[src/rtl/edge_period_meter_if.sv]
// Signal-side bundle for edge_period_meter: the slow input, the clear request,
// the edge ticks and the period/high-time measurement results.
interface edge_period_meter_if #(
  parameter int COUNT_W = 26
);
  logic               sig_in;
  logic               clear;
  logic               rise_tick;
  logic               fall_tick;
  logic [COUNT_W-1:0] period;
  logic [COUNT_W-1:0] high_time;
  logic               period_valid;
  logic               period_strobe;
  logic               timeout;

  modport slave (
    input  sig_in, clear,
    output rise_tick, fall_tick, period, high_time,
           period_valid, period_strobe, timeout
  );

  modport master (
    output sig_in, clear,
    input  rise_tick, fall_tick, period, high_time,
           period_valid, period_strobe, timeout
  );
endinterface

[src/rtl/edge_period_meter.sv]
// Synchronizes a slow asynchronous square wave, emits one-cycle edge ticks and
// measures its period and high time in clk cycles, flagging a stalled input.
module edge_period_meter #(
  parameter int MAX_PERIOD = 67108863,
  parameter int COUNT_W    = $clog2(MAX_PERIOD + 1)
) (
  input  logic              clk,
  input  logic              reset,
  edge_period_meter_if.slave bus
);

  // el must also hold the saturation value MAX_PERIOD+1, which can need one
  // more bit than the measurement outputs.
  localparam int EL_W = $clog2(MAX_PERIOD + 2);
  localparam logic [EL_W-1:0]    EL_SAT = EL_W'(MAX_PERIOD + 1);
  localparam logic [COUNT_W-1:0] HC_MAX = COUNT_W'(MAX_PERIOD);

  localparam logic [1:0] WAIT_FIRST = 2'd0;
  localparam logic [1:0] MEASURING  = 2'd1;
  localparam logic [1:0] TIMEOUT    = 2'd2;

  logic               s1, s2, s3;
  logic               rise_ev, fall_ev;
  logic               rise_q, fall_q;
  logic [EL_W-1:0]    el;
  logic [COUNT_W-1:0] hc;
  logic               el_sat;
  logic [1:0]         state;
  logic [COUNT_W-1:0] period_q, high_q;
  logic               valid_q, strobe_q, timeout_q;

  assign rise_ev = s2 & ~s3;
  assign fall_ev = ~s2 & s3;
  assign el_sat  = (el == EL_SAT);

  always_ff @(posedge clk or posedge reset) begin
    if (reset) begin
      s1     <= 1'b0;
      s2     <= 1'b0;
      s3     <= 1'b0;
      rise_q <= 1'b0;
      fall_q <= 1'b0;
    end else begin
      s1     <= bus.sig_in;
      s2     <= s1;
      s3     <= s2;
      rise_q <= rise_ev;
      fall_q <= fall_ev;
    end
  end

  // hc only advances while the synchronized input is high, so at the next
  // rise it holds the cycles from the previous rise to the intervening fall.
  always_ff @(posedge clk or posedge reset) begin
    if (reset) begin
      el <= '0;
      hc <= '0;
    end else if (bus.clear) begin
      el <= '0;
      hc <= '0;
    end else begin
      if (rise_ev)
        el <= EL_W'(1);
      else if (!el_sat)
        el <= el + EL_W'(1);

      if (rise_ev)
        hc <= COUNT_W'(1);
      else if (s2 && (hc != HC_MAX))
        hc <= hc + COUNT_W'(1);
    end
  end

  always_ff @(posedge clk or posedge reset) begin
    if (reset) begin
      state     <= WAIT_FIRST;
      period_q  <= '0;
      high_q    <= '0;
      valid_q   <= 1'b0;
      strobe_q  <= 1'b0;
      timeout_q <= 1'b0;
    end else begin
      strobe_q <= 1'b0;
      if (bus.clear) begin
        state     <= WAIT_FIRST;
        period_q  <= '0;
        high_q    <= '0;
        valid_q   <= 1'b0;
        timeout_q <= 1'b0;
      end else begin
        case (state)
          WAIT_FIRST: begin
            if (rise_ev) begin
              state <= MEASURING;
            end else if (el_sat) begin
              state     <= TIMEOUT;
              timeout_q <= 1'b1;
              valid_q   <= 1'b0;
            end
          end
          MEASURING: begin
            // A rise arriving only once el has saturated is already too late.
            if (el_sat) begin
              state     <= TIMEOUT;
              timeout_q <= 1'b1;
              valid_q   <= 1'b0;
            end else if (rise_ev) begin
              period_q <= COUNT_W'(el);
              high_q   <= hc;
              strobe_q <= 1'b1;
              valid_q  <= 1'b1;
            end
          end
          TIMEOUT: begin
            if (rise_ev) begin
              state     <= MEASURING;
              timeout_q <= 1'b0;
            end
          end
          default: state <= WAIT_FIRST;
        endcase
      end
    end
  end

  assign bus.rise_tick     = rise_q;
  assign bus.fall_tick     = fall_q;
  assign bus.period        = period_q;
  assign bus.high_time     = high_q;
  assign bus.period_valid  = valid_q;
  assign bus.period_strobe = strobe_q;
  assign bus.timeout       = timeout_q;

endmodule

[src/flat_wrapper.sv]
// flat-port wrapper written by rule: the top's interface ports become plain ports
module edge_period_meter_flat 
#(
  parameter int MAX_PERIOD = 67108863,
  parameter int COUNT_W    = $clog2(MAX_PERIOD + 1)
)
  (clk, reset, bus_sig_in, bus_clear, bus_rise_tick, bus_fall_tick, bus_period, bus_high_time, bus_period_valid, bus_period_strobe, bus_timeout);
  edge_period_meter_if #(.COUNT_W(COUNT_W)) bus_i ();
  input  logic clk;
  input  logic reset;
  input wire logic [$bits(bus_i.sig_in)-1:0] bus_sig_in;
  input wire logic [$bits(bus_i.clear)-1:0] bus_clear;
  output wire logic [$bits(bus_i.rise_tick)-1:0] bus_rise_tick;
  output wire logic [$bits(bus_i.fall_tick)-1:0] bus_fall_tick;
  output wire logic [$bits(bus_i.period)-1:0] bus_period;
  output wire logic [$bits(bus_i.high_time)-1:0] bus_high_time;
  output wire logic [$bits(bus_i.period_valid)-1:0] bus_period_valid;
  output wire logic [$bits(bus_i.period_strobe)-1:0] bus_period_strobe;
  output wire logic [$bits(bus_i.timeout)-1:0] bus_timeout;
  assign bus_i.sig_in = bus_sig_in;
  assign bus_i.clear = bus_clear;
  assign bus_rise_tick = bus_i.rise_tick;
  assign bus_fall_tick = bus_i.fall_tick;
  assign bus_period = bus_i.period;
  assign bus_high_time = bus_i.high_time;
  assign bus_period_valid = bus_i.period_valid;
  assign bus_period_strobe = bus_i.period_strobe;
  assign bus_timeout = bus_i.timeout;
  edge_period_meter #(.MAX_PERIOD(MAX_PERIOD), .COUNT_W(COUNT_W)) u_core (.clk(clk), .reset(reset), .bus(bus_i));
endmodule
[config.mk]
export PLATFORM = sky130hd
export DESIGN_NAME = edge_period_meter_flat
export DESIGN_NICKNAME = d
export VERILOG_FILES = /design/src/rtl/edge_period_meter_if.sv /design/src/rtl/edge_period_meter.sv /design/src/flat_wrapper.sv
export SDC_FILE = /design/constraint.sdc
export NUM_CORES = 1
export LEC_CHECK = 0
export BUFFER_PORTS_ARGS = -buffer_cell sky130_fd_sc_hd__buf_2
export CORE_MARGIN = 2
export CORE_UTILIZATION = 30
export CTS_BUF_LIST = sky130_fd_sc_hd__clkbuf_8
export DETAILED_ROUTE_END_ITERATION = 12
export PLACE_DENSITY = 0.44
export SYNTH_ARGS = -nofsm -noshare
export SYNTH_HDL_FRONTEND = slang
export SYNTH_SLANG_ARGS = --single-unit
[constraint.sdc]
create_clock -name clk -period 7.11 [get_ports clk]
set_input_delay 0.711 -clock clk [delete_from_list [all_inputs] [get_ports clk]]
set_output_delay 0.711 -clock clk [all_outputs]
set_load 0.03 [all_outputs]
# == Word-level counts from Yosys, hierarchy flattened ==
# Index checks and enable logic that the tools add are counted.
# word_totals
output_inout_bits,57
wordCells,73
register_bits,115
in_bits,4
# op_classes
n_reduce_logical,10
n_mux,34
n_eq_ne,10
addsub,2
bitwise,4
# ops
operator,n
two-way mux 26 bit,11
two-way mux 27 bit,3
"adder 27 x 1 -> 27 bit, second input constant",1
"== test 27 bit, second input constant",1
"adder 26 x 1 -> 26 bit, second input constant",1
"inequality test 26 bit, second input constant",1
two-way mux 1 bit,13
"inequality test 3 x 2 -> 1 bit, second input constant",3
two-way mux 2 bit,4
one-hot mux 2 bit (3 select lines),1
AND reduction 3 bit,2
nonzero test 3 bit,2
"inequality test 4 x 2 -> 1 bit, second input constant",1
AND reduction 4 bit,1
nonzero test 2 bit,2
nonzero test 4 bit,1
"inequality test 3 bit, second input constant",1
one-hot mux 1 bit (3 select lines),1
bitwise AND 1 bit,2
"== test 2 x 1 -> 1 bit, second input constant",1
"== test 2 bit, second input constant",1
zero test 2 bit,1
"inequality test 2 bit, second input constant",1
inverter 1 bit,2
other kinds (2),2

# == Depth between registers and ports, before layout ==
# depth
ltp_word,6
mapped_depth,9
ltp_nobuf,7

# == Worst setup path before layout ==
# Ideal clock, no wire load.
# synth_timing
path_type,register to register
from,register u_core.el[2]
to,register u_core.period_q[13] (netlist: u_core.bus.period[13])
setup_slack_ns,5.185
path_stages_with_launch,9
setup_time_ns,0.136
n_path_buf,3
synth_period_minus_slack_ns,1.925
arrival_ns,1.789
required_ns,6.974
cell_sequence,dfrtp_1 -> clkbuf_1 -> nor4b_1 -> nand4_1 -> o2111a_1 -> clkbuf_1 -> clkbuf_1 -> nand2_1 -> a21oi_1
# synth_between
elab_chain_len,3
# synth_rtl
item,line_no,rtl
"start, declared",edge_period_meter.sv:25,logic [EL_W-1:0] el;
"start signal, assigned",edge_period_meter.sv:65,el <= el + EL_W'(1);
== test 27 bit,edge_period_meter.sv:34,assign el_sat = (el == EL_SAT);
inequality test 2 bit (no source line),n/a,
AND reduction 3 bit (no source line),n/a,
"end signal, assigned",edge_period_meter.sv:108,period_q <= COUNT_W'(el);
"end, declared",edge_period_meter.sv:29,"logic [COUNT_W-1:0] period_q, high_q;"
# Every way passes these cells.
# A chain may end at the register's enable or synchronous reset.

# == Final worst setup path ==
# layout_timing
from,register u_core.s2
to,register u_core.period_q[0] (netlist: u_core.bus.period[0])
# layout_between
elab_chain_len,3
# layout_rtl
item,line_no,rtl
"start, declared",edge_period_meter.sv:22,"logic s1, s2, s3;"
"start signal, assigned",edge_period_meter.sv:39,s2 <= 1'b0;
"start signal, assigned",edge_period_meter.sv:45,s2 <= s1;
bitwise AND 1 bit,edge_period_meter.sv:32,assign rise_ev = s2 & ~s3;
named net u_core.rise_ev,edge_period_meter.sv:23,"logic rise_ev, fall_ev;"
nonzero test 2 bit (no source line),n/a,
AND reduction 3 bit (no source line),n/a,
# The timed path passes the listed nets, and every way through them passes these cells.

==> metrics <==
status finished, final reports clean; net count of the finished layout 622; effective utilization at floorplan 30.65%; Setup crit start kind register; Congestion Overflow GR 0; Max Transition Viols Final 0; die height 136.7 um; synthesized instance count 562; element type at the critical path end register; number of flops mapped to enable cells by yosys 0; endpoints failing setup 0; Non-Filler Instances 853; CTS hold repair buffers 0; maximum clock skew at final layout 0.01120 ns; Yosys Warn Count 0; worst rel slew slack 41.12%; maximum vdd drop 0.0001060 V; ant diodes 0; Critical-path top delay cell o2111a_1; core area 0.01724 sq mm; x dimension of the die 136.7 um; count of state elements after synthesis 115; fmax 0.3607 GHz; critical path start-end classification register to register; antenna-violating nets left 0; site row count 48; leakage power 2.695 nW; sinks on the clock net 115; Post-CTS Repair Setup Buffers 0; leading register cell type out of synthesis dfrtp_1; number of buffer and inverter stages on the critical path 2; top fanout value on the critical path 29; worst hold slack 0.3503 ns; Clock Tree Root clkbuf_8; area added between synthesis and finish 16.50%; post-route DRC violation count 0; number of gates given a new drive strength after cts 0; Total Routed Length 13130 um; CP max stage delay 0.82 ns; worst path arrival time 3.13 ns; total number of vias 4247; boundary pin count 61; count of distinct cell types in the synthesized netlist 45; largest net degree at the start of global routing 69; combined global-route utilization of all metal layers 15.23%; share of final-layout standard cells stronger than drive strength 1 16.88%; placed cells 821; share of the clock period used by the worst path after layout 38.99%; number of H-tree levels 4; most common cell after layout, fill and taps aside nand2_1; cell breakdown of the critical path nand2b_1 > inv_1 > o2111a_1 > buf_4 > nand2_1 > a21oi_1; hold crit path type register to register; first-pass GRT wire length 21890 um; number of port buffers 60; unrepaired setup endpoints after global routing false; drt wl/cell 15.39 um; Routability Congestion 0.7797; violation count after the first detailed-route iteration 220; cell class contributing the biggest share of worst-path delay compound AO/OA/AOI/OAI gates; Async SR Flop Fraction 100.0%; Post-Syn Area 0.005284 sq mm; slew at the pin with the worst max-slew slack 0.8832 ns; number of nets produced by synthesis 569; power per cell area 209.9 mW/mm^2; sequential area share after synthesis 54.46%; area enclosed by the die boundary 0.01869 sq mm; Final Critical Period 2.772 ns; CTS tree done; insertion delay to the later sink of the worst-skew pair 0.44 ns; number of antenna violations at the first check in global routing 0; iteration count of the initial detailed-routing pass 5; Inserted Clock Buffers 17; HPWL reported at the end of detailed placement 8647 um; via count of the first global-routing pass 4254; Clock Tree Buf Depth 2; clk slew on worst S/H paths 0.07 ns; most frequent cells in the layout nand2_1, dfrtp_1, a21oi_1; count of final hold-check violations 0; Fill cells 1786; max-capacitance violation count 0; Sum Neg Setup Slack 0 ns; Vias/cell 4.979; synthesized area per cell 9.402 sq um; Critical Path RT 7.47 ns
==> worst paths after layout <==
check | from | end | slack [ns] | cells past startpoint
max in group asynchronous | reset | u_core.bus.period[20] | 5.51 | 3
worst min-delay path | u_core.s1 | u_core.s2 | 0.35 | 0
worst min register to register | u_core.s1 | u_core.s2 | 0.35 | 0
worst max register to register | u_core.s2 | u_core.bus.period[0] | 4.34 | 6
min in group asynchronous | reset | u_core.bus.high_time[22] | 0.45 | 2
worst max-delay path | u_core.s2 | u_core.bus.period[0] | 4.34 | 6
==> per-stage QoR <==
stage                     area [sq um]  power (mW)  worst slack, ns  utilization [%]
after floorplan                   5284      0.7118            3.355                -
after global placement            5786      0.7294            4.171            33.57
after detailed placement          5786      0.7301            4.168            33.57
after CTS                         6156       1.314            4.321            35.71
after global routing              6156       1.352            4.053            35.71
final                             6156       1.292            4.338            35.71
==> Yosys cell counts (5+ instances only) <==
master    number  area share [%]
nand2_1      123             8.7
dfrtp_1      115              54
a21oi_1       66             6.3
nor2_1        47             3.3
clkbuf_1      24             1.7
nand3_1       20             1.9
xor2_1        20             3.3
nand4_1       18             2.1
xnor2_1       15             2.5
inv_1          9            0.64
and3_1         8            0.95
o21ai_0        8            0.76
nor4_1         7            0.83
or3_1          7            0.83
or4_1          7            0.99
buf_2          6            0.57
nor3_1         6            0.57
o211ai_1       6            0.85
and4_1         5            0.83
==> where the power goes <==
| group | switching (mW) | internal (mW) |
|---|---|---|
| Clock | 0.265 | 0.312 |
| Sequential | 0.00636 | 0.659 |
| Combinational | 0.0414 | 0.00903 |
| Total | 0.312 | 0.979 |
==> kinds of logic (layout without fill, tap and decap cells) <==
logic type,after synthesis,count (layout),share of synthesized area [%]
xor gates and xnor gates,35,35,5.802
muxes,1,1,0.1894
buffers and inverters,40,106,3.126
and+or+nand+nor,267,267,24.30
AOI/OAI and AO/OA,101,101,11.41
DFF,115,115,54.46
adders and majority gates,3,3,0.7105
==> sequential cells by signal, summed over array words and instances, names as in the netlist <==
| register | flops |
|---|---|
| u_core.el | 27 |
| u_core.s3 | 1 |
| u_core.bus.period_valid | 1 |
| u_core.hc | 26 |
| u_core.bus.rise_tick | 1 |
| u_core.state | 2 |
| u_core.bus.period | 26 |
| u_core.bus.period_strobe | 1 |
| u_core.bus.high_time | 26 |
| u_core.bus.fall_tick | 1 |
| u_core.s1 | 1 |
| u_core.s2 | 1 |
| u_core.bus.timeout | 1 |
==> layout make-up <==
| cell class | count | area [sq um] | area share [%] |
|---|---|---|---|
| clock inverter | 14 | 122.6 | 1.992 |
| sequential | 115 | 2878 | 46.75 |
| clock buffer | 18 | 247.7 | 4.024 |
| tap | 225 | 281.5 | 4.573 |
| inverter | 9 | 36.28 | 0.5894 |
| multi-input combinational | 407 | 2252 | 36.59 |
| timing repair buffer | 65 | 337.8 | 5.488 |
==> metal layers <==
metal / part of all wire [%] / vias up / track usage (%) / wire, um
met3: 3.3 / 14 / 3.556 / 438
met1: 49 / 2093 / 20.69 / 6469
met2: 46 / 76 / 23.42 / 6023
met5: 0 / - / 0 / 0
met4: 1.5 / 0 / 6.076 / 197
li1: - / 2064 / - / -
(Power assumes the default switching activity.)
